`config.mk`:
```
export PLATFORM = sky130hd
export DESIGN_NAME = seg_hex_display_flat
export DESIGN_NICKNAME = d
export VERILOG_FILES = /design/src/rtl/seg_hex_display_if.sv /design/src/rtl/seg_hex_display.sv /design/src/flat_wrapper.sv
export SDC_FILE = /design/constraint.sdc
export NUM_CORES = 1
export LEC_CHECK = 0
export CAP_MARGIN = 10
export CORE_MARGIN = 2
export CORE_UTILIZATION = 55
export DETAILED_ROUTE_END_ITERATION = 8
export HOLD_SLACK_MARGIN = 0.05
export PLACE_DENSITY = 0.91
export SLEW_MARGIN = 5
export SYNTH_ARGS = -nofsm -noshare
export SYNTH_HDL_FRONTEND = slang
export SYNTH_SLANG_ARGS = --single-unit
```
`constraint.sdc`:
```
create_clock -name clk_i -period 4.3 [get_ports clk_i]
set_input_delay 0.86 -clock clk_i [delete_from_list [all_inputs] [get_ports clk_i]]
set_output_delay 0.86 -clock clk_i [all_outputs]
set_load 0.03 [all_outputs]
```
`src/rtl/seg_hex_display_if.sv`:
```
// Display bus: digit value writes, per-digit display controls and the segment outputs.
interface seg_hex_display_if #(
  parameter int unsigned DIGITS = 8
);
  logic                    wr_en;
  logic [DIGITS-1:0]       wr_mask;
  logic [4*DIGITS-1:0]     wr_data;
  logic [DIGITS-1:0]       digit_en;
  logic [DIGITS-1:0]       dp_mask;
  logic [DIGITS-1:0]       blink_mask;
  logic                    lz_en;
  logic [8*DIGITS-1:0]     seg;
  logic                    blink_phase;

  // Core / bench side: drives writes and controls, observes segments.
  modport master (
    output wr_en, wr_mask, wr_data, digit_en, dp_mask, blink_mask, lz_en,
    input  seg, blink_phase
  );

  // Display controller side.
  modport slave (
    input  wr_en, wr_mask, wr_data, digit_en, dp_mask, blink_mask, lz_en,
    output seg, blink_phase
  );
endinterface

```
`src/rtl/seg_hex_display.sv`:
```
// Registered multi-digit hex to seven-segment controller with per-digit enable,
// decimal point, leading-zero suppression and a free-running blink generator.
module seg_hex_display #(
  parameter int unsigned DIGITS    = 8,
  parameter int unsigned BLINK_DIV = 25000000
) (
  input  logic                clk_i,
  input  logic                rst_i,
  seg_hex_display_if.slave    bus
);

  localparam int unsigned    CNT_W    = (BLINK_DIV > 1) ? $clog2(BLINK_DIV) : 1;
  localparam logic [CNT_W-1:0] CNT_LAST = CNT_W'(BLINK_DIV - 1);

  logic [DIGITS-1:0][3:0] val_q, val_d;
  logic [CNT_W-1:0]       cnt_q, cnt_d;
  logic                   phase_q, phase_d;
  logic [DIGITS-1:0][7:0] seg_q, seg_d;
  logic [DIGITS-1:0]      supp_c;

  // Active-low glyph for a hex nibble, dp bit left dark.
  function automatic logic [7:0] glyph(input logic [3:0] v);
    case (v)
      4'h0: glyph = 8'h03;  4'h1: glyph = 8'h9F;
      4'h2: glyph = 8'h25;  4'h3: glyph = 8'h0D;
      4'h4: glyph = 8'h99;  4'h5: glyph = 8'h49;
      4'h6: glyph = 8'h41;  4'h7: glyph = 8'h1F;
      4'h8: glyph = 8'h01;  4'h9: glyph = 8'h09;
      4'hA: glyph = 8'h11;  4'hB: glyph = 8'hC1;
      4'hC: glyph = 8'h63;  4'hD: glyph = 8'h85;
      4'hE: glyph = 8'h61;  default: glyph = 8'h71;
    endcase
  endfunction

  // Masked per-digit value load.
  always_comb begin
    val_d = val_q;
    for (int i = 0; i < int'(DIGITS); i++) begin
      if (bus.wr_en && bus.wr_mask[i]) begin
        val_d[i] = bus.wr_data[4*i +: 4];
      end
    end
  end

  // Blink counter wraps at BLINK_DIV-1 and flips the phase on the wrap.
  always_comb begin
    cnt_d   = cnt_q + CNT_W'(1);
    phase_d = phase_q;
    if (cnt_q == CNT_LAST) begin
      cnt_d   = '0;
      phase_d = ~phase_q;
    end
  end

  // Leading-zero run scanned from the MSB; disabled digits are transparent.
  always_comb begin : lz_scan
    logic run;
    run    = 1'b1;
    supp_c = '0;
    for (int i = int'(DIGITS) - 1; i >= 0; i--) begin
      if (bus.digit_en[i]) begin
        if (val_q[i] == 4'h0) begin
          supp_c[i] = bus.lz_en && run && (i != 0);
        end else begin
          run = 1'b0;
        end
      end
    end
  end

  // Per-digit output priority: disabled, blink-off, suppressed, glyph.
  always_comb begin
    seg_d = '1;
    for (int i = 0; i < int'(DIGITS); i++) begin
      if (!bus.digit_en[i]) begin
        seg_d[i] = 8'hFF;
      end else if (phase_q && bus.blink_mask[i]) begin
        seg_d[i] = 8'hFF;
      end else begin
        seg_d[i]    = supp_c[i] ? 8'hFF : glyph(val_q[i]);
        seg_d[i][0] = ~bus.dp_mask[i];
      end
    end
  end

  // State and output registers with synchronous reset.
  always_ff @(posedge clk_i) begin
    if (rst_i) begin
      val_q   <= '0;
      cnt_q   <= '0;
      phase_q <= 1'b0;
      seg_q   <= '1;
    end else begin
      val_q   <= val_d;
      cnt_q   <= cnt_d;
      phase_q <= phase_d;
      seg_q   <= seg_d;
    end
  end

  assign bus.seg         = seg_q;
  assign bus.blink_phase = phase_q;

endmodule
```
`src/flat_wrapper.sv`:
```
// flat-port wrapper written by rule: the top's interface ports become plain ports
module seg_hex_display_flat 
#(
  parameter int unsigned DIGITS    = 8,
  parameter int unsigned BLINK_DIV = 25000000
)
  (clk_i, rst_i, bus_wr_en, bus_wr_mask, bus_wr_data, bus_digit_en, bus_dp_mask, bus_blink_mask, bus_lz_en, bus_seg, bus_blink_phase);
  seg_hex_display_if #(.DIGITS(DIGITS)) bus_i ();
  input  logic clk_i;
  input  logic rst_i;
  input wire logic [$bits(bus_i.wr_en)-1:0] bus_wr_en;
  input wire logic [$bits(bus_i.wr_mask)-1:0] bus_wr_mask;
  input wire logic [$bits(bus_i.wr_data)-1:0] bus_wr_data;
  input wire logic [$bits(bus_i.digit_en)-1:0] bus_digit_en;
  input wire logic [$bits(bus_i.dp_mask)-1:0] bus_dp_mask;
  input wire logic [$bits(bus_i.blink_mask)-1:0] bus_blink_mask;
  input wire logic [$bits(bus_i.lz_en)-1:0] bus_lz_en;
  output wire logic [$bits(bus_i.seg)-1:0] bus_seg;
  output wire logic [$bits(bus_i.blink_phase)-1:0] bus_blink_phase;
  assign bus_i.wr_en = bus_wr_en;
  assign bus_i.wr_mask = bus_wr_mask;
  assign bus_i.wr_data = bus_wr_data;
  assign bus_i.digit_en = bus_digit_en;
  assign bus_i.dp_mask = bus_dp_mask;
  assign bus_i.blink_mask = bus_blink_mask;
  assign bus_i.lz_en = bus_lz_en;
  assign bus_seg = bus_i.seg;
  assign bus_blink_phase = bus_i.blink_phase;
  seg_hex_display #(.DIGITS(DIGITS), .BLINK_DIV(BLINK_DIV)) u_core (.clk_i(clk_i), .rst_i(rst_i), .bus(bus_i));
endmodule
```
==> flow_summary.json <==
{
  "status": "complete, no violations",
  "yosys.area.top_type": "dfxtp_1",
  "grt_first_pass_wirelength_um": 25900,
  "ant_nets": 0,
  "synth_edf_count": 0,
  "wirelength_um": 16200,
  "h-tree-depth": 4,
  "drtPass1Iterations": 5,
  "yosys.area.top_type_share_pct": 40.8,
  "start_util_pct": 55.7,
  "wl_per_cell_um": 16.7,
  "clockBufferDepth": 2,
  "crit_required_ps": 3440,
  "relSlewSlack_pct": 35.9,
  "cp_slowest_cell": "clkdlybuf4s50_1",
  "clk_latency_ps": 520,
  "powerDensity_mw_per_mm2": 399,
  "num_vias": 5723,
  "end_kind": "output port",
  "min_path_type": "reg2reg",
  "die_width_um": 108,
  "cts_buffers": 17,
  "grt_pass1_vias": 5492,
  "fmax_ghz": 0.348,
  "holdBufCountCts": 0,
  "cp.buffers_inverters": 1,
  "post_dp_cell_area_mm2": 0.00734,
  "num_antenna_cells": 0,
  "final-setup-viol-count": 0,
  "synthCells": 701,
  "grt_max_degree": 41,
  "fin_skew_ps": 9.11,
  "cts.sinks": 122,
  "root_buffer": "clkbuf_8",
  "cts_resized": 0,
  "final_hold_viol_count": 0,
  "synth_cell_type_count": 49,
  "drv_slew": 0,
  "synth_ff_type": "dfxtp_1",
  "yosysWarningCount": 0,
  "synth_area_per_cell_um2": 8.53,
  "crit_chain": "clkdlybuf4s50_1",
  "path_clk_slew_ps": 60,
  "dr.first_iter.drc_count": 490,
  "fin_crit_sh_pct": 66.9,
  "synth_area_mm2": 0.00598,
  "tritoncts": "yes",
  "overflow": 0,
  "seq_area_frac_synth_pct": 40.8,
  "worst_pin_slew_ps": 961,
  "ys_seq_elements": 122,
  "arrival_ps": 2020,
  "drive_above_1_share_pct": 6.39,
  "fin_setup_tns_ps": 0,
  "seq_area_mm2": 0.00244,
  "synth-async-reset-ratio_pct": 0,
  "drc": 0,
  "peakVddDrop_mv": 0.212,
  "dp_hpwl_um": 10800,
  "via_per_inst": 5.90,
  "cts_setup_buffers": 0,
  "synthTopCellsByCount": "122 x dfxtp_1, 93 x nand2_1, 62 x nand3_1",
  "cp_top_family": "buffers and inverters",
  "coreArea_mm2": 0.0107,
  "final_area_mm2": 0.00797,
  "fillers": 725,
  "yosysMostFrequentCell": "dfxtp_1",
  "startpoint_type": "flop",
  "fin_nets": 933,
  "p_leak_nw": 2.91,
  "synth_area_leaders": "dfxtp_1 41%, ha_1 9.8%, nand2_1 5.8%",
  "syn2layout_area_growth_pct": 33.3,
  "antenna_found_initial": 0,
  "multi_input_area_mm2": 0.00323,
  "rsz0062_at_grt": "no",
  "die_h_um": 108,
  "cap_violations": 0,
  "cp_max_fo": 11,
  "pin_count": 133,
  "rows": 38,
  "die_area_mm2": 0.0117,
  "critical_path.max_stage_delay_ps": 790,
  "syn_nets": 816,
  "final.min_clock_period_ps": 2880,
  "grt_usage_pct": 28.1,
  "critPathKind": "reg2out",
  "numPortBuffers": 132,
  "gp_congestion": 0.910
}
[sequential cells by signal, indices dropped and copies added, names as in the netlist]
| signal | flops |
|---|---|
| u_core.val_q | 32 |
| u_core.bus.blink_phase | 1 |
| u_core.cnt_q | 25 |
| u_core.bus.seg | 64 |
[final timing paths]
check                                 startpoint                             to  slack [ps]  cells after the start
max          u_core.bus.blink_phase$_SDFFE_PP0P_                bus_blink_phase        1420                      1
min                   u_core.cnt_q[0]$_SDFF_PP0_     u_core.cnt_q[0]$_SDFF_PP0_         470                      1
max reg2reg        u_core.val_q[28]$_SDFFE_PP0P_  u_core.bus.seg[42]$_SDFF_PP1_        1750                      6
min reg2reg           u_core.cnt_q[0]$_SDFF_PP0_     u_core.cnt_q[0]$_SDFF_PP0_         470                      1
[cells by family after synthesis]
family	count (synthesis)	share of synthesized area (%)
flops	122	40.8
simple gates	260	21.3
buf+inv	79	5.15
xor+xnor	10	1.46
mux	19	4.02
compound gates	164	17.4
fa+ha+maj	47	9.83
[final cells by class]
cell class                      instances  share of cell area (%)
Clock buffer                           19                    5.41
Sequential cell                       122                    30.6
Multi-Input combinational cell        500                    40.6
Timing Repair Buffer                  134                    16.7
Clock inverter                         12                    2.48
Inverter                               43                    2.02
Tap cell                              140                    2.20
[cells in the final DEF, fill, tap and decap left out, types with 4 or more instances in the layout]
cell	netlist	layout
ha_1	47	47
nor3_1	7	7
nor2b_1	4	4
nor3b_1	4	4
nand4_1	5	5
nor2_1	37	37
a211oi_1	6	6
clkbuf_16	0	16
o211ai_1	17	17
nand2_1	93	93
nand3b_1	5	5
xnor2_1	8	8
or3_1	9	9
clkdlybuf4s50_1	0	131
nand2b_1	11	11
bufinv_16	0	5
o311ai_0	19	19
a21oi_1	56	56
o21ai_0	36	36
a32oi_1	7	7
dfxtp_1	122	122
mux2i_1	6	6
or4_1	8	8
o31ai_1	6	6
nand3_1	62	62
mux2_2	10	10
inv_1	43	43
[per-stage QoR]
stage,instances,setup WS (ps),util (%),hold WS (ps),total power [mW]
after floorplan,701,2300,-,426,1.49
after global placement,939,1690,68.4,438,1.67
after detailed placement,939,1530,68.4,454,1.68
after CTS,970,1440,74.2,478,3.19
after global routing,970,1410,74.2,500,3.29
final,970,1420,74.2,470,3.18
[power by group]
part	total, mW	switching [mW]	internal (mW)
Sequential	1.24	0.0513	1.19
Combinational	0.436	0.239	0.197
Clock	1.51	0.500	1.01
Total	3.18	0.791	2.39
[layer usage]
metal | up-vias | global-route usage, % | wire, µm
met2 | 285 | 49.9 | 8130
met1 | 2658 | 31.8 | 6140
met4 | 0 | 12.1 | 471
met3 | 55 | 7.17 | 1410
met5 | - | 0 | 0
li1 | 2725 | - | -
(Power assumes the default switching activity.)
